`src/rtl/cmd_phy_engine.sv`:
```
// SD-host CMD-line PHY: serialises a command with CRC7/end bit, then captures and
// checks an optional short/long response with NCR timeout.
module cmd_phy_engine #(
  parameter int CMD_W        = 40,
  parameter int RESP_SHORT_W = 48,
  parameter int RESP_LONG_W  = 136,
  parameter int TIMEOUT_CYC  = 64
) (
  input  logic                   sd_clock,
  input  logic                   reset,
  input  logic                   strobe_in,
  input  logic                   ack_in,
  input  logic                   idle_in,
  input  logic [CMD_W-1:0]       cmd_to_send,
  input  logic [1:0]             resp_type,
  output logic                   ack_out,
  output logic                   strobe_out,
  output logic                   serial_ready,
  output logic [RESP_LONG_W-1:0] response,
  output logic                   command_timeout,
  output logic                   crc_error,
  input  logic                   cmd_pin_in,
  output logic                   cmd_pin_out,
  output logic                   cmd_pin_oe
);

  localparam int SEND_LEN = CMD_W + 8;
  localparam int BIT_MAX  = (SEND_LEN > RESP_LONG_W) ? SEND_LEN : RESP_LONG_W;
  localparam int BCNT_W   = $clog2(BIT_MAX + 1);
  localparam int TCNT_W   = $clog2(TIMEOUT_CYC + 1);

  localparam logic [BCNT_W-1:0] B_CMD   = BCNT_W'(CMD_W);
  localparam logic [BCNT_W-1:0] B_CRC   = BCNT_W'(CMD_W + 7);
  localparam logic [BCNT_W-1:0] B_SEND  = BCNT_W'(SEND_LEN);
  localparam logic [BCNT_W-1:0] B_SHORT = BCNT_W'(RESP_SHORT_W);
  localparam logic [BCNT_W-1:0] B_LONG  = BCNT_W'(RESP_LONG_W);
  localparam logic [TCNT_W-1:0] T_MAX   = TCNT_W'(TIMEOUT_CYC);

  typedef enum logic [2:0] {IDLE, SEND, WAIT_RESP, RECEIVE, DONE} state_t;
  state_t state, state_nxt;

  logic [CMD_W-1:0]  tx_sr;
  logic [1:0]        rtype;
  logic [6:0]        crc;
  logic [BCNT_W-1:0] bcnt, bnum, frame_len, crc_first, crc_last;
  logic [TCNT_W-1:0] tcnt;
  logic              accept, send_last, start_bit, wait_expired, rx_last, crc_on;

  function automatic logic [6:0] crc7_step(input logic [6:0] c, input logic b);
    logic fb;
    fb = c[6] ^ b;
    return {c[5:0], 1'b0} ^ (fb ? 7'h09 : 7'h00);
  endfunction

  // Long frames exclude start, dir and the reserved 6 bits from the CRC.
  always_comb begin
    frame_len    = (rtype == 2'b10) ? B_LONG : B_SHORT;
    crc_first    = (rtype == 2'b10) ? BCNT_W'(9) : BCNT_W'(1);
    crc_last     = frame_len - BCNT_W'(8);
    bnum         = bcnt + BCNT_W'(1);
    crc_on       = (bnum >= crc_first) && (bnum <= crc_last);
    accept       = (state == IDLE) && strobe_in && !idle_in;
    send_last    = (state == SEND) && (bcnt == B_SEND);
    start_bit    = (state == WAIT_RESP) && !cmd_pin_in;
    wait_expired = (state == WAIT_RESP) && cmd_pin_in && (tcnt == T_MAX);
    rx_last      = (state == RECEIVE) && (bnum == frame_len);
    state_nxt    = state;
    case (state)
      IDLE:      if (accept) state_nxt = SEND;
      SEND:      if (send_last) state_nxt = (rtype == 2'b00) ? DONE : WAIT_RESP;
      WAIT_RESP: if (start_bit) state_nxt = RECEIVE;
                 else if (wait_expired) state_nxt = DONE;
      RECEIVE:   if (rx_last) state_nxt = DONE;
      DONE:      if (ack_in) state_nxt = IDLE;
      default:   state_nxt = IDLE;
    endcase
  end

  always_ff @(posedge sd_clock) begin
    if (reset) state <= IDLE;
    else       state <= state_nxt;
  end

  always_ff @(posedge sd_clock) begin
    if (reset) begin
      tx_sr           <= '0;
      rtype           <= '0;
      crc             <= '0;
      bcnt            <= '0;
      tcnt            <= '0;
      ack_out         <= 1'b0;
      strobe_out      <= 1'b0;
      serial_ready    <= 1'b0;
      response        <= '0;
      command_timeout <= 1'b0;
      crc_error       <= 1'b0;
      cmd_pin_out     <= 1'b1;
      cmd_pin_oe      <= 1'b0;
    end else begin
      ack_out      <= accept;
      serial_ready <= (state_nxt == IDLE) && !idle_in;
      case (state)
        IDLE: if (accept) begin
          // First payload bit goes out on the accept edge itself.
          tx_sr           <= cmd_to_send << 1;
          rtype           <= resp_type;
          response        <= '0;
          command_timeout <= 1'b0;
          crc_error       <= 1'b0;
          cmd_pin_oe      <= 1'b1;
          cmd_pin_out     <= cmd_to_send[CMD_W-1];
          crc             <= crc7_step(7'h00, cmd_to_send[CMD_W-1]);
          bcnt            <= BCNT_W'(1);
        end
        SEND: begin
          if (bcnt < B_CMD) begin
            cmd_pin_out <= tx_sr[CMD_W-1];
            tx_sr       <= tx_sr << 1;
            crc         <= crc7_step(crc, tx_sr[CMD_W-1]);
            bcnt        <= bnum;
          end else if (bcnt < B_CRC) begin
            cmd_pin_out <= crc[6];
            crc         <= {crc[5:0], 1'b0};
            bcnt        <= bnum;
          end else if (bcnt == B_CRC) begin
            cmd_pin_out <= 1'b1;
            bcnt        <= bnum;
          end else begin
            cmd_pin_oe  <= 1'b0;
            cmd_pin_out <= 1'b1;
            crc         <= '0;
            bcnt        <= '0;
            tcnt        <= '0;
            if (rtype == 2'b00) strobe_out <= 1'b1;
          end
        end
        WAIT_RESP: begin
          if (!cmd_pin_in) begin
            response <= {response[RESP_LONG_W-2:0], cmd_pin_in};
            if (crc_on) crc <= crc7_step(crc, cmd_pin_in);
            bcnt     <= BCNT_W'(1);
          end else if (tcnt == T_MAX) begin
            command_timeout <= 1'b1;
            strobe_out      <= 1'b1;
          end else begin
            tcnt <= tcnt + TCNT_W'(1);
          end
        end
        RECEIVE: begin
          response <= {response[RESP_LONG_W-2:0], cmd_pin_in};
          if (crc_on) crc <= crc7_step(crc, cmd_pin_in);
          bcnt <= bnum;
          // response[6:0] still holds frame[7:1]; cmd_pin_in is the end bit.
          if (rx_last) begin
            crc_error  <= !cmd_pin_in || ((rtype != 2'b11) && (crc != response[6:0]));
            strobe_out <= 1'b1;
          end
        end
        DONE: if (ack_in) strobe_out <= 1'b0;
        default: ;
      endcase
    end
  end

endmodule
```
`config.mk`:
```
export PLATFORM = sky130hd
export DESIGN_NAME = cmd_phy_engine
export DESIGN_NICKNAME = d
export VERILOG_FILES = /design/src/rtl/cmd_phy_engine.sv
export SDC_FILE = /design/constraint.sdc
export NUM_CORES = 1
export LEC_CHECK = 0
export BUFFER_PORTS_ARGS = -buffer_cell sky130_fd_sc_hd__buf_2
export CAP_MARGIN = 20
export CORE_MARGIN = 4
export CORE_UTILIZATION = 45
export CTS_CLUSTER_SIZE = 20
export DETAILED_ROUTE_END_ITERATION = 16
export PLACE_DENSITY = 0.67
export SLEW_MARGIN = 20
export SYNTH_ARGS = -nofsm -noshare
export SYNTH_HDL_FRONTEND = slang
export SYNTH_SLANG_ARGS = --single-unit
```
`constraint.sdc`:
```
create_clock -name sd_clock -period 4.86 [get_ports sd_clock]
set_input_delay 0.972 -clock sd_clock [delete_from_list [all_inputs] [get_ports sd_clock]]
set_output_delay 0.972 -clock sd_clock [all_outputs]
set_load 0.02 [all_outputs]
```
# Yosys cells after proc, flatten, opt, wreduce, memory -nomap -nowiden
# Index checks and enable logic that the tools add are counted.
# Widths: inputs -> output; s select.
# word_totals
inputBits	48
out_inout_bits	143
reg_bits	210
word_cells	142
# op_classes
add_sub_neg	3
eq_ne	24
n_mux	59
n_lt_le_gt_ge	4
n_reduce_logical	34
bitwise	4
# op_table
operator	count
$pmux 136 s3	1
$mux 136	2
$mux 40	2
$pmux 40 s2	1
$mux 7	10
$mux 8	6
$pmux 8 s4	1
$pmux 7 s4	1
$mux 3	7
$ne 2x2->1 const B	10
$mux 1	17
$eq 8x6->1 const B	2
$lt 8x6->1 const B	2
$mux 4	4
$pmux 3 s5	1
$pmux 7 s2	1
$xor 7x4->7	2
$reduce_and 3->1	4
$logic_and 1x1->1	10
$reduce_and 9->1	1
$add 8x1->8 const B	1
$eq 8x8->1	1
$ge 8x4->1	1
$le 8x8->1	1
other kinds (24)	39

# Logic depth before layout (Yosys ltp)
# Gate-level depths: netlist of run 1.
# depth
depth_word	8
depth_mapped	12
depth_no_buf	10

# Worst setup path before layout of run 1
# Ideal clock, no wire load.
# synth_path
path_kind	input -> register
startpoint	in cmd_pin_in
endpoint	reg response[65]
path_stages	8
setup_slack_ns	2.451
n_path_buf	3
required_time_ns	4.790
arrival_ns	2.338
setup_ns	0.070
cell_sequence	buf_2 > nand2b_1 > a31oi_2 > o21ai_1 > buf_2 > clkbuf_1 > nand2_1 > a21oi_1
# synth_via
elab_chain_len	2
# synth_rtl
item	line	source
start: declaration	22	input logic cmd_pin_in,
$ne 2x2->1 (no source line)	-	
$reduce_and 3->1 (no source line)	-	
end signal: assignment	139	response <= {response[RESP_LONG_W-2:0], cmd_pin_in};
end signal: assignment	150	response <= {response[RESP_LONG_W-2:0], cmd_pin_in};
end: declaration	19	output logic [RESP_LONG_W-1:0] response,
# Every way passes these cells.
# A chain may end at the register's enable or synchronous reset.

# Worst setup path in the final report of run 1
# layout_path
startpoint	reg state[0]
endpoint	reg response[86]
# layout_via
elab_chain_len	5
elab_cells_between_ends	10
classes_between	4 x eq/ne; 1 x mux; 5 x reduce/logical
# layout_rtl
item	line	source
start: declaration	40	state_t state, state_nxt;
start signal: assignment	81	else state <= state_nxt;
$logic_not 3->1	62, 102	
$logic_and 1x1->1 (2 in a row)	62	accept = (state == IDLE) && strobe_in && !idle_in;
$ne 2x2->1 (no source line)	-	
$reduce_and 3->1 (no source line)	-	
# Parallel ways exist; a longest one is shown, timed or not.

==> results of run 1 <==
==> registers in the layout (all words and copies together), names as in the netlist <==
signal and flops:
cmd_pin_oe 1, bcnt 8, crc 7, rtype 2
serial_ready 1, command_timeout 1, ack_out 1, state 3
tx_sr 39, cmd_pin_out 1, strobe_out 1, tcnt 7
crc_error 1, response 136
==> per-layer routing <==
layer	part of all wire (%)	vias up	GRT usage [%]
met5	0	-	0
met4	1.6	0	4.249
met3	7.6	31	3.863
met2	44	277	30.37
met1	46	3769	28.28
li1	-	4093	-
==> final cells by class <==
cell class                      instances  area [µm²]  share of cell area (%)
Clock buffer                           34       656.9                   6.269
Multi-Input combinational cell        791        4156                   39.67
Tap cell                              260       325.3                   3.104
Inverter                               10       37.54                  0.3582
Sequential cell                       209        4184                   39.93
Clock inverter                          7       63.81                  0.6090
Timing Repair Buffer                  198        1055                   10.07
==> worst min path at each step <==
stage / end / slack (ns) / depth (start not counted) / startpoint
6_report: response[135]$_SDFFE_PP0P_ / 0.46 / 2 / response[135]$_SDFFE_PP0P_
4_1_cts: response[135]$_SDFFE_PP0P_ / 0.47 / 2 / response[135]$_SDFFE_PP0P_
2_1_floorplan: tx_sr[2]$_SDFFE_PP0P_ / 0.45 / 2 / tx_sr[1]$_SDFFE_PP0P_
5_1_grt: response[75]$_SDFFE_PP0P_ / 0.48 / 2 / response[75]$_SDFFE_PP0P_
3_5_place_dp: response[98]$_SDFFE_PP0P_ / 0.46 / 2 / response[98]$_SDFFE_PP0P_
3_3_place_gp: response[82]$_SDFFE_PP0P_ / 0.45 / 2 / response[82]$_SDFFE_PP0P_
==> Yosys cell counts (4+ instances only) <==
| cell type | count | area (µm²) |
|---|---|---|
| o21ai_0 | 8 | 40.04 |
| a311oi_1 | 41 | 359.1 |
| nand2b_1 | 12 | 75.07 |
| ha_1 | 10 | 125.1 |
| nand4_1 | 5 | 31.28 |
| a22oi_1 | 6 | 45.04 |
| nor4_1 | 5 | 31.28 |
| a21oi_1 | 150 | 750.7 |
| buf_2 | 31 | 155.2 |
| o21ai_1 | 7 | 35.03 |
| xor2_1 | 13 | 113.9 |
| clkbuf_1 | 61 | 229.0 |
| nand2_1 | 236 | 885.9 |
| a31oi_1 | 4 | 25.02 |
| xnor2_1 | 8 | 70.07 |
| nand3_1 | 153 | 765.7 |
| nor2_1 | 77 | 289.0 |
| and4_1 | 4 | 35.03 |
| buf_6 | 6 | 67.56 |
| inv_1 | 10 | 37.54 |
| dfxtp_1 | 209 | 4184 |
==> cells in the final DEF, fill, tap and decap left out, types with 10 or more instances in the layout <==
master	synthesis	final
inv_1	10	10
a21oi_1	150	150
clkbuf_16	0	23
nand2b_1	12	12
xor2_1	13	13
nand3_1	153	153
ha_1	10	10
dfxtp_1	209	209
nand2_1	236	236
buf_2	31	189
nor2_1	77	77
a311oi_1	41	41
==> cell families (layout without fill, tap and decap cells) <==
kind of cell | count (synthesis) | after routing | synth area share [%]
XOR/XNOR | 21 | 21 | 2.091
adder cells (fa/ha/maj) | 10 | 10 | 1.422
multiplexers | 1 | 1 | 0.1138
AO/OA/AOI/OAI | 246 | 246 | 17.27
AND/OR/NAND/NOR | 513 | 513 | 25.87
buffers and inverters | 110 | 249 | 5.661
flip-flops | 209 | 209 | 47.57
==> where the power goes <==
| part | switching, µW | internal (µW) |
|---|---|---|
| Sequential | 27.8 | 1760 |
| Combinational | 215 | 89.9 |
| Clock | 684 | 988 |
==> metrics by stage <==
| step | power (µW) | utilization (%) | std cells | setup WS, ns | instance area (µm²) |
|---|---|---|---|---|---|
| finish | 3762 | 55.28 | 1509 | 1.738 | 10480 |
| global route | 3913 | 55.28 | 1509 | 1.448 | 10480 |
| CTS | 3803 | 55.25 | 1509 | 1.803 | 10470 |
| detailed placement | 2127 | 51.45 | 1468 | 1.687 | 9752 |
| global placement | 2125 | 51.45 | 1468 | 1.687 | 9752 |
| floorplan | 2057 | - | 1110 | 2.451 | 8796 |
==> worst max-delay path: cells and delay by family, from the launching register on <==
family	cells	cell delay (ns)
AOI/OAI and AO/OA	2	0.93
and+or+nand+nor	1	0.13
DFF	1	0.68
buffers and inverters	2	1.20
==> flow_results.org, run 1 <==
** Run status
- Run status :: finished clean

** Placement
- At the end of routability-driven placement, the weighted congestion stood at slightly below 0.9.
- Post-detail-place hpwl :: ~14 mm
- Count of port buffers added during placement :: 190

** Cells and area
- Cells with a size suffix above 1 make up about a fifth of the layout.
- The repair_antennas step left the layout with diodes totalling 0.
- Area grow syn2layout :: 19.13%
- The layout has between 1500 and 2000 filler cells.
- Number of nets at the end of the flow :: approximately 1300

** Worst setup path
- Crit path kind :: flip-flop to flip-flop
- The worst register-to-register path begins at state[0]$_SDFF_PP0_.
- Worst reg2reg path depth :: 5
- Traced cell by cell, the critical path runs through inv_1, o21ai_4, buf_4, nand2_1, a21oi_1.
- The worst register-to-register path ends at response[86]$_SDFFE_PP0P_.
- At the worst endpoint, the required time is between 5 and 6 ns.
- Worst setup SP type :: flip-flop
- Critical-path top delay cell :: buf_4
- Launching instance or port of the critical path :: state[0]$_SDFF_PP0_
- Largest fanout on the critical path :: 102
- Across all register-to-register paths, the minimum setup slack is about 1.7 ns.
- Nature of the critical path endpoint :: flip-flop
- The largest single stage delay on the critical path is 0.90 ns.
- Worst endpoint data arrival time :: roughly 3.5 ns
- Capturing instance or port of the critical path :: response[86]$_SDFFE_PP0P_

** Floorplan
- approximately 190 I/O pins were placed.
- Die width :: around 150 µm
- Die height :: around 150 µm
- Total die area :: 21850 µm²
- Core footprint :: between 15000 and 20000 µm²
- Cell Rows :: 50
- Initial standard-cell utilization of the core :: 46.40%

** Synth
- After synthesis, the mean cell area works out to roughly 7.9 µm².
- Seq/Total Area, Yosys :: between 40% and 50%
- Number of enable-type register cells in the synthesized netlist :: 0
- Leading register cell type out of synthesis :: dfxtp_1
- Number of nets produced by synthesis :: around 1200
- Fraction of registers with async set/reset :: 0%
- In this run the cell area of the synthesized design comes to just under 9000 µm².
- Yosys printed 0 warnings.
- Number of different library cells in the post-synthesis netlist :: between 50 and 60
- Flops & latches, synth :: 209
- The cell count after synthesis came out at approximately 1100.

** STA
- Worst slew margin relative to its limit :: a little under a third
- The final number of hold-violating endpoints came to 0.
- Final-report max-slew violation count :: 0
- Final-report setup violation count :: 0
- Setup total negative slack on the finished layout was measured at 0 ns.
- Of the available clock period, the critical path in the final layout requires between 60% and 70%.
- For the final database, setup skew stands at about 0.0076 ns.
- Crit path time final :: 3.122 ns
- Setup repair after global routing missed its margin :: false
- Hold is met by 0.4580 ns.
- Achievable clock frequency :: 320.3 MHz
- Slew at the pin closest to its max-slew limit :: between 1 and 1.5 ns

** Clock network
- After clock tree synthesis, the setup repair step added 0 buffers.
- The clock drives 209 sinks.
- Deepest level of the CTS H-tree :: 1
- Clock tree from TritonCTS :: done
- Clock insertion delay at the later pin of the skew report :: 0.50 ns
- Clock slew seen by the registers of the worst setup and hold paths :: ~0.060 ns
- The longest clock path from root to sink contains 3 buffers.
- In this run, post-CTS hold repair placed 0 buffers.
- Clock buffer count from CTS :: 23
- After clock tree synthesis, the repair step resized 0 gates.
- The root buffer cell chosen for the clock tree is clkbuf_16.

** Global routing
- Antenna violations before repair :: 0
- Summed over all layers, the global routing overflow is 0.
- The via count of the first global-routing pass was around 7400.
- Global routing consumed, over all layers together, 19.53% of the routing resources.
- Entering global routing, the biggest net connects ~140 pins.
- The first global-routing pass estimated approximately 37 mm of wire.

** Drt
- DR pass1 iterations :: 8
- Using the TritonRoute via totals, the vias-per-cell ratio works out to roughly 5.4.
- For this run, design rule violations remaining after detail routing come to 0.
- Summed over all layers, the routed wires come to 22.60 mm.
- Number of DRC markers after the initial detailed-route iteration :: 533
- For this block, the via count after detailed routing is about 8200.
- Dividing the detail-routed wire length by the instance count gives roughly 15 µm.
- The count of nets left with antenna violations once routing finished came out at 0.

** Power
- Leakage dissipation :: 0.004134 µW
- Across the VDD grid, the largest voltage drop is between 0.2 and 0.25 mV.
- Power density over the cells :: ~360 nW/µm²

** Min path
- The worst hold path belongs to the class flip-flop to flip-flop.

** Job
- The tool flagged a number of max-cap violations equal to 0.
No activity file was read; power rests on OpenSTA's default activity.
==> inputs of run 2 (changes only) <==
Clock period 4.86 ns to 3.1 ns, I/O delays scaled along.
==> flow_results.org, run 2 (same netlist as run 1, synthesis figures left out) <==
** Clock network
- CTS-repair resized insts :: 0
- Clock slew seen by the registers of the worst setup and hold paths :: 0.06 ns
- Clock insertion delay at the later pin of the skew report :: ~0.5 ns
- Once the clock tree was built, the setup fixing pass inserted 0 buffers.
- In this run the deepest clock path goes through 3 buffers.
- Clock tree synthesis selected as its root buffer the cell clkbuf_16.
- Counting the buffers created by CTS gives 23.
- TritonCTS built the clock tree.
- CTS built an H-tree with a depth of 1.
- The number of hold buffers added after CTS was 0.
- For this design, the sink count on the clock tree is roughly 210.

** Cells and area
- Leading cell types in the layout, fill and taps excluded :: nand2_1 (236), dfxtp_1 (209), buf_2 (189), nand3_1 (153), a21oi_1 (150)
- 0 antenna diodes ended up in the layout.
- Cells with a size suffix above 1 make up between 20% and 30% of the layout.
- Max FFs per register :: 136
- Largest registers :: response x136, tx_sr x39, bcnt x8
- Number of nets at the end of the flow :: 1301
- Leading cell type in the layout, fill and taps excluded :: nand2_1
- Counting flops per register, the top entry is response.
- Relative to the synthesized area, the layout overhead comes to 19.86%.

** Global routing
- Wire length of the first global-routing pass :: around 36 mm
- Summed over all layers, the global routing overflow is 0.
- In the global route stage, overall resource usage came out at about a fifth.
- Antenna violations before repair :: 0
- Vias in the first global route :: about 7200
- Maximum number of pins on one net before global-route repair :: between 100 and 150

** Worst setup path
- Critical-path top delay cell :: dfxtp_1
- Endpoint of the worst-slack reg-to-reg timing path :: serial_ready$_SDFF_PP0_
- The worst register-to-register path begins at bcnt[2]$_SDFFE_PP0P_.
- Counting both buffers and inverters, the worst setup path holds a total of 0.
- Worst reg2reg path depth :: 9
- Setup slack on the worst flop-to-flop path :: 0.44 ns
- Cell family contributing the most delay on the critical path :: simple AND/OR/NAND/NOR gates
- Traced cell by cell, the critical path runs through and4_1, nand2_1, xnor2_1, ha_1, nand3_1, nor4_1, o21ai_0, a21oi_1, and4_1.
- Counting stages on the worst path, the most repeated cell is and4_1.
- Worst endpoint data arrival time :: 3.08 ns
- The worst setup path is of the flip-flop to flip-flop kind.
- The worst setup path is launched from a flip-flop.
- Delay of the slowest critical-path stage :: between 0.5 and 0.6 ns
- Nature of the critical path endpoint :: flip-flop
- For the worst setup path, the data required time is 3.52 ns.
- Of all nets on the critical path, the largest fanout is 11.

** STA
- The final number of hold-violating endpoints was 0.
- Worst slew margin relative to its limit :: roughly 38%
- Setup repair after global routing left no endpoint under its margin.
- Summed over all failing endpoints, the final setup total negative slack is 0 ns.
- The final number of max-transition violations is 0.
- For this run, the top clock speed supported by timing is 375.9 MHz.
- Crit path time final :: roughly 2.7 ns
- Slew at the pin closest to its max-slew limit :: a little over 0.9 ns
- The final critical path takes up 85.81% of the cycle.
- The tightest hold path in the finished design has a slack of 0.3450 ns.
- Setup violations remaining at the end of the flow were counted as 0.
- Post-Route Skew :: slightly below 0.009 ns

** Floorplan
- The die is 147.8 µm wide.
- During I/O placement, the number of pins put on the boundary was approximately 190.
- Once the floorplan was initialized, standard cells occupied between 40% and 50% of the core.
- In this run the vertical extent of the chip is ~150 µm.
- The core region is roughly 19000 µm².
- The floorplan has 50 rows.
- Total die area :: about 22000 µm²

** Drt
- Top layer reached by signal wires :: met4
- In this run, the number of DRC markers left after iteration 0 of detailed routing was around 570.
- Metal1 wirelength :: 10.51 mm
- After detailed routing, the met2 layer carries around 10 mm of wire.
- Average via count per standard cell :: roughly 5.4
- DR pass1 iterations :: 5
- Routed wirelength normalized by instance count :: 14.89 µm
- Total wire length after detailed routing :: 22.57 mm
- For this run, design rule violations remaining after detail routing come to 0.
- The final route contains approximately 8000 vias.
- Once detail routing completed, the nets flagged for antenna violations numbered 0.
- Met3 routed wirelength :: approximately 1.5 mm

** Min path
- Worst hold path stage count :: 2
- Startpoint of the tightest hold check path :: ack_in
- For hold timing, the worst endpoint is strobe_out$_SDFFE_PP0P_.
- The min-delay analysis places its worst path in the category primary input to flip-flop.

** Placement
- Final GP Congestion :: between 0.8 and 0.9
- The count of buffers added on input and output ports is 190.
- After legalization and detailed placement, the total HPWL measured between 10 and 15 mm.

** Job
- Max-cap violations in this run came to 0.

** Run status
- Run status :: finished clean

** Power
- Across the VDD grid, the largest voltage drop is between 0.3 and 0.4 mV.
- Dividing total power by cell area gives a power density of between 500 and 600 nW/µm².
- In this run the static leakage power is roughly 0.0042 µW.
==> run 2: where the power goes <==
part | switching [µW] | internal (µW)
Sequential | 40.1 | 2760
Clock | 1060 | 1510
Combinational | 341 | 154
==> run 2: cell type report <==
cell class	count	area, µm²
fillers	1806	8413
multi-input cells	791	4150
repair buffers	208	1142
clock inverters	8	71.32
flip-flops and latches	209	4184
well taps	260	325.3
inverters	10	37.54
clock buffers	30	631.9
==> run 2: metal layers <==
| metal | vias to the layer above | global-route usage, % |
|---|---|---|
| met3 | 31 | 3.525 |
| met1 | 3741 | 27.71 |
| li1 | 4110 | - |
| met2 | 239 | 30.51 |
| met4 | 0 | 4.111 |
| met5 | - | 0 |
==> run 2: worst max-delay path by stage <==
stage / from / end / slack, ns / cells after the start
after floorplan: bcnt[3]$_SDFFE_PP0P_ / crc[1]$_SDFFE_PP0P_ / 0.86 / 12
after global placement: bcnt[2]$_SDFFE_PP0P_ / serial_ready$_SDFF_PP0_ / 0.57 / 9
after detailed placement: bcnt[2]$_SDFFE_PP0P_ / serial_ready$_SDFF_PP0_ / 0.50 / 9
after CTS: bcnt[2]$_SDFFE_PP0P_ / serial_ready$_SDFF_PP0_ / 0.48 / 9
after global routing: bcnt[2]$_SDFFE_PP0P_ / serial_ready$_SDFF_PP0_ / 0.23 / 9
final: bcnt[2]$_SDFFE_PP0P_ / serial_ready$_SDFF_PP0_ / 0.44 / 9
==> run 2: through the flow <==
stage                     power (µW)  cells  utilization (%)  worst slack, ns  cell area [µm²]
final                           5858   1516            55.62           0.4398            10540
after global routing            6103   1516            55.62           0.2283            10540
after CTS                       5926   1516            55.62           0.4821            10540
after detailed placement        3352   1478            51.91           0.5002             9839
after global placement          3346   1478            51.91           0.5695             9839
after floorplan                 3226   1110                -           0.8575             8796
